File: src/rtl/next_addr_ctrl.sv
// Next-address sequencer control for a bit-slice microprogram sequencer: decodes
// the 16 next-address ops and tracks loop counter and slice stack depth. Optional: NAC_STACK_GUARD_EN.
module next_addr_ctrl (
    input  logic        CP,
    input  logic        RST,
    input  logic        CE,
    input  logic [3:0]  I,
    input  logic        TEST,
    input  logic [11:0] CNT_D,
    output logic [1:0]  S,
    output logic        FE_N,
    output logic        PUP,
    output logic        ZERO_N,
    output logic        PL_N,
    output logic        MAP_N,
    output logic        VECT_N,
    output logic        CNT_Z,
    output logic [2:0]  DEPTH,
    output logic        OVF,
    output logic        UNF
);

    localparam int unsigned CNT_W   = 12;
    localparam int unsigned DEPTH_W = 3;
    localparam logic [DEPTH_W-1:0] DEPTH_MAX = DEPTH_W'(4);

    typedef enum logic [3:0] {
        OP_JZ   = 4'h0, OP_CJS  = 4'h1, OP_JMAP = 4'h2, OP_CJP  = 4'h3,
        OP_PUSH = 4'h4, OP_JSRP = 4'h5, OP_CJV  = 4'h6, OP_JRP  = 4'h7,
        OP_RFCT = 4'h8, OP_RPCT = 4'h9, OP_CRTN = 4'hA, OP_CJPP = 4'hB,
        OP_LDCT = 4'hC, OP_LOOP = 4'hD, OP_CONT = 4'hE, OP_TWB  = 4'hF
    } op_e;

    typedef enum logic [1:0] {
        SRC_UPC = 2'b00,
        SRC_R   = 2'b01,
        SRC_STK = 2'b10,
        SRC_D   = 2'b11
    } src_e;

    logic [CNT_W-1:0]   count_q, count_d;
    logic [DEPTH_W-1:0] depth_q, depth_d;
    logic               ovf_q, ovf_d;
    logic               unf_q, unf_d;

    src_e src;
    logic push, pop, zero_n, map_sel, vect_sel, cnt_load, cnt_dec;
    logic cnt_nz, ovf_hit, unf_hit, stk_blk;

    assign cnt_nz = (count_q != '0);

    // Instruction decode: source select, stack op and counter action
    always_comb begin
        src      = SRC_UPC;
        push     = 1'b0;
        pop      = 1'b0;
        zero_n   = 1'b1;
        map_sel  = 1'b0;
        vect_sel = 1'b0;
        cnt_load = 1'b0;
        cnt_dec  = 1'b0;
        case (op_e'(I))
            OP_JZ:   zero_n = 1'b0;
            OP_CJS:  begin push = TEST; src = TEST ? SRC_D : SRC_UPC; end
            OP_JMAP: begin src = SRC_D; map_sel = 1'b1; end
            OP_CJP:  src = TEST ? SRC_D : SRC_UPC;
            OP_PUSH: begin push = 1'b1; cnt_load = TEST; end
            OP_JSRP: begin push = 1'b1; src = TEST ? SRC_D : SRC_R; end
            OP_CJV:  begin src = TEST ? SRC_D : SRC_UPC; vect_sel = TEST; end
            OP_JRP:  src = TEST ? SRC_D : SRC_R;
            OP_RFCT: begin
                src     = cnt_nz ? SRC_STK : SRC_UPC;
                cnt_dec = cnt_nz;
                pop     = !cnt_nz;
            end
            OP_RPCT: begin
                src     = cnt_nz ? SRC_D : SRC_UPC;
                cnt_dec = cnt_nz;
            end
            OP_CRTN: begin src = TEST ? SRC_STK : SRC_UPC; pop = TEST; end
            OP_CJPP: begin src = TEST ? SRC_D : SRC_UPC; pop = TEST; end
            OP_LDCT: cnt_load = 1'b1;
            OP_LOOP: begin src = TEST ? SRC_UPC : SRC_STK; pop = TEST; end
            OP_CONT: src = SRC_UPC;
            OP_TWB: begin
                if (TEST) begin
                    pop = 1'b1;
                end else if (cnt_nz) begin
                    src     = SRC_STK;
                    cnt_dec = 1'b1;
                end else begin
                    src = SRC_D;
                    pop = 1'b1;
                end
            end
        endcase
    end

    assign ovf_hit = push && (depth_q == DEPTH_MAX);
    assign unf_hit = pop && (depth_q == '0);

`ifdef NAC_STACK_GUARD_EN
    assign stk_blk = ovf_hit || unf_hit;
`else
    assign stk_blk = 1'b0;
`endif

    // Slice controls are combinational so the slices see them in the same cycle
    assign S      = src;
    assign PUP    = push;
    assign ZERO_N = zero_n;
    assign FE_N   = !((push || pop) && CE && !RST && !stk_blk);
    assign PL_N   = !((src == SRC_D) && !map_sel && !vect_sel);
    assign MAP_N  = !((src == SRC_D) && map_sel);
    assign VECT_N = !((src == SRC_D) && vect_sel);

    // Counter and stack-depth next state; out-of-range stack ops only set flags
    always_comb begin
        count_d = count_q;
        depth_d = depth_q;
        ovf_d   = ovf_q || ovf_hit;
        unf_d   = unf_q || unf_hit;
        if (cnt_load) begin
            count_d = CNT_D;
        end else if (cnt_dec && cnt_nz) begin
            count_d = count_q - CNT_W'(1);
        end
        if (push && !ovf_hit) begin
            depth_d = depth_q + DEPTH_W'(1);
        end else if (pop && !unf_hit) begin
            depth_d = depth_q - DEPTH_W'(1);
        end
    end

    always_ff @(posedge CP) begin
        if (RST) begin
            count_q <= '0;
            depth_q <= '0;
            ovf_q   <= 1'b0;
            unf_q   <= 1'b0;
        end else if (CE) begin
            count_q <= count_d;
            depth_q <= depth_d;
            ovf_q   <= ovf_d;
            unf_q   <= unf_d;
        end
    end

    assign CNT_Z = (count_q == '0);
    assign DEPTH = depth_q;
    assign OVF   = ovf_q;
    assign UNF   = unf_q;

endmodule
File: config.mk
export PLATFORM = sky130hd
export DESIGN_NAME = next_addr_ctrl
export DESIGN_NICKNAME = d
export VERILOG_FILES = /design/src/rtl/next_addr_ctrl.sv
export SDC_FILE = /design/constraint.sdc
export NUM_CORES = 1
export LEC_CHECK = 0
export CORE_UTILIZATION = 35
export DETAILED_ROUTE_END_ITERATION = 8
export PLACE_DENSITY = 0.62
export SLEW_MARGIN = 20
export SYNTH_ARGS = -nofsm -noshare
export SYNTH_HDL_FRONTEND = slang
export SYNTH_SLANG_ARGS = --single-unit
File: constraint.sdc
create_clock -name CP -period 2.3 [get_ports CP]
set_input_delay 0.46 -clock CP [delete_from_list [all_inputs] [get_ports CP]]
set_output_delay 0.46 -clock CP [all_outputs]
set_load 0.02 [all_outputs]
==> metrics.cfg <==
[worst_hold_path]
whs_endpoint=count_q[11]$_SDFFE_PP0P_
whs_path_depth=2
hold_path.class=reg -> reg
hold_path_startpoint=count_q[11]$_SDFFE_PP0P_

[layout]
nets=276
num_antenna_cells=0
seq_area_um2=343
num-fill-cells=374
drive_above_1_share_pct=27.0
final_area_um2=2090
multi_input_area_um2=1000
fin_util_pct=55.8
area_delta_synth_final_pct=49.9
final_cells=300

[sta]
setup_viol=4
rsz0062_at_grt=true
timing.final.crit_share_pct=104
finalClockSkew_ps=1.70
slew_headroom_pct=61.9
fin_ws_ps=-88.3
fin_crit_ps=2390
tightest_slew_ps=571
maxSlewViolCount=0
hold_violations=0
whs_ps=488
fmax_ghz=0.419

[setup_path]
cp_num_buf_inv=1
critPathMaxStageDelay_ps=360
path_cells=nor4_4 > nand4_2 > and3_4 > a211o_1 > a22o_1 > buf_6
cp-end-kind=output pin
crit_family=simple AND/OR/NAND/NOR gates
timing.rr.start=count_q[2]$_SDFFE_PP0P_
rr_worst_depth=7
crit_type=reg -> out
worstPathArrival_ps=1930
crit_required_ps=1840
cpMaxStageDelayCell=nor4_4
critPathLaunchType=flop
regToRegEndpoint=DEPTH[0]$_SDFFE_PP0P_
worstPathMaxFanout=4
ff2ff_setup_slack_ps=330

[synth]
ys_seq_elements=17
netlist_top_cells_count=23 x nand2_1, 20 x nor2_1, 17 x dfxtp_1
yosys_warnings=0
seq_area_frac_synth_pct=24.4
synth_edf_count=0
synth_most_common_cell=nand2_1
netlist.area_leader.share_pct=24.4
ys_types=45
async_flop_share_pct=0
synthCells=186
synth_area_leaders=dfxtp_1 24%, nand2_1 6.2%, o21ai_0 5.7%
postSynthAreaPerCell_um2=7.50
synth_area_um2=1400
yosys.area.top_type=dfxtp_1
synthesis.nets=209
ys.flop_type=dfxtp_1

[outcome]
status=complete, but fails checks
failed_checks=setup timing

[power]
power_uw=1100
ir_drop_mv=0.458
power_density_nw_per_um2=526
p_leak_uw=0.000884

[floorplanning]
core_um2=3740
start_util_pct=37.3
die_h_um=65.1
rows=22
io_pins=34
dieWidth_um=65.1
die-area_um2=4240

[drt]
wl_per_cell_um=13.6
drt_first_pass_iters=4
vias_per_cell=5.40
vias=1621
drtAntennaViolNets=0
initialDrtViolationCount=115
wl_met1_um=1870
highest_layer=met4
wl_um=4070
drc_errors=0
wl_met3_um=195
wl_met2_um=1950

[cts]
cts.path.max_buffers=2
htree_num_levels=1
cts-buffers-inserted=3
ctsHoldBuffers=0
clk_pin_slew_ps=70
cts_tree=yes
cts_root_buf=clkbuf_8
cts_sinks=17
clkLatencyLatePin_ps=250

[place]
detailedPlacementHpwl_um=3120
portBuffers=33
dpl_cell_area_um2=2020
place.gp.congestion=0.816
dpl.cell_count=294

[grt]
grt_pass1_vias=1592
grt_pass1_wl_um=7020
grt_usage_pct=20.8
grt-ovfl-total=0
antenna_found_initial=0
grt_start_max_net_pins=13

[flow_run]
maxCapViolCount=0

-- layer usage --
| metal | vias up | track usage (%) |
|---|---|---|
| li1 | 824 | - |
| met1 | 741 | 25.9 |
| met3 | 8 | 4.34 |
| met4 | 0 | 4.62 |
| met5 | - | 0 |
| met2 | 48 | 36.5 |
-- cell usage in the layout, fill, tap and decap left out, types with 3 or more instances in the layout --
cell type,count
nor2b_1,3
buf_4,38
a31o_2,3
inv_1,5
nand2_1,23
clkbuf_8,3
nand3_1,9
a21oi_1,13
and3_1,4
nor2_1,19
a31oi_1,3
clkdlybuf4s50_1,20
nor3_1,4
buf_6,5
o21ai_0,16
a32o_1,5
dlygate4sd2_1,6
and2_1,4
dfxtp_1,15
nand2b_1,4
a21o_1,6
-- worst max-delay path by stage --
stage	start	endpoint	slack, ps	cells after the start
CTS	count_q[3]$_SDFFE_PP0P_	S[0]	-140	6
floorplan	I[0]	DEPTH[2]$_SDFFE_PP0P_	90	8
finish	count_q[2]$_SDFFE_PP0P_	S[0]	-90	6
detailed placement	I[2]	S[0]	-580	7
global placement	I[1]	FE_N	-520	7
global route	count_q[5]$_SDFFE_PP0P_	S[0]	-150	6
-- cell families after synthesis --
kind of cell / after synthesis / synth area share [%]
adder cells (fa/ha/maj): 3 / 3.23
AND/OR/NAND/NOR: 85 / 32.4
AO/OA/AOI/OAI: 64 / 33.7
multiplexers: 1 / 0.807
buffers and inverters: 16 / 5.47
flip-flops: 17 / 24.4
-- power breakdown --
| part | internal (uW) | leakage, uW | switching (uW) |
|---|---|---|---|
| Combinational | 264 | 0.000722 | 272 |
| Clock | 123 | 0.0000228 | 105 |
| Sequential | 315 | 0.000139 | 20.7 |
-- worst min-delay path: stages (launching register included) --
cell	delay [ps]
dfxtp_1	310
o21ai_0	70
a21oi_1	60
-- state kept, by name, summed over array words and instances (netlist names) --
| name | cells |
|---|---|
| DEPTH | 3 |
| OVF | 1 |
| UNF | 1 |
| count_q | 12 |
-- per-stage QoR --
stage | worst slack [ps] | setup TNS, ps
2_1_floorplan | 88.9 | 0
3_3_place_gp | -519 | -3700
3_5_place_dp | -578 | -4150
4_1_cts | -140 | -319
5_1_grt | -152 | -735
6_report | -88.3 | -148
-- repair_timing --
item / CTS / global route
buffers inserted: 1 / 1
resized for setup: 37 / 7
pin swaps: 4 / 5
endpoints found under the setup margin: 10 / 11
cloned: 0 / 0
-- area by class of cell --
class | instances | share of cell area, %
Tap cell | 48 | 2.87
Timing Repair Buffer | 73 | 29.7
Clock buffer | 4 | 2.15
Sequential cell | 17 | 16.4
Inverter | 5 | 0.898
Multi-Input combinational cell | 153 | 47.9
No activity file was read; power rests on OpenSTA's default activity.
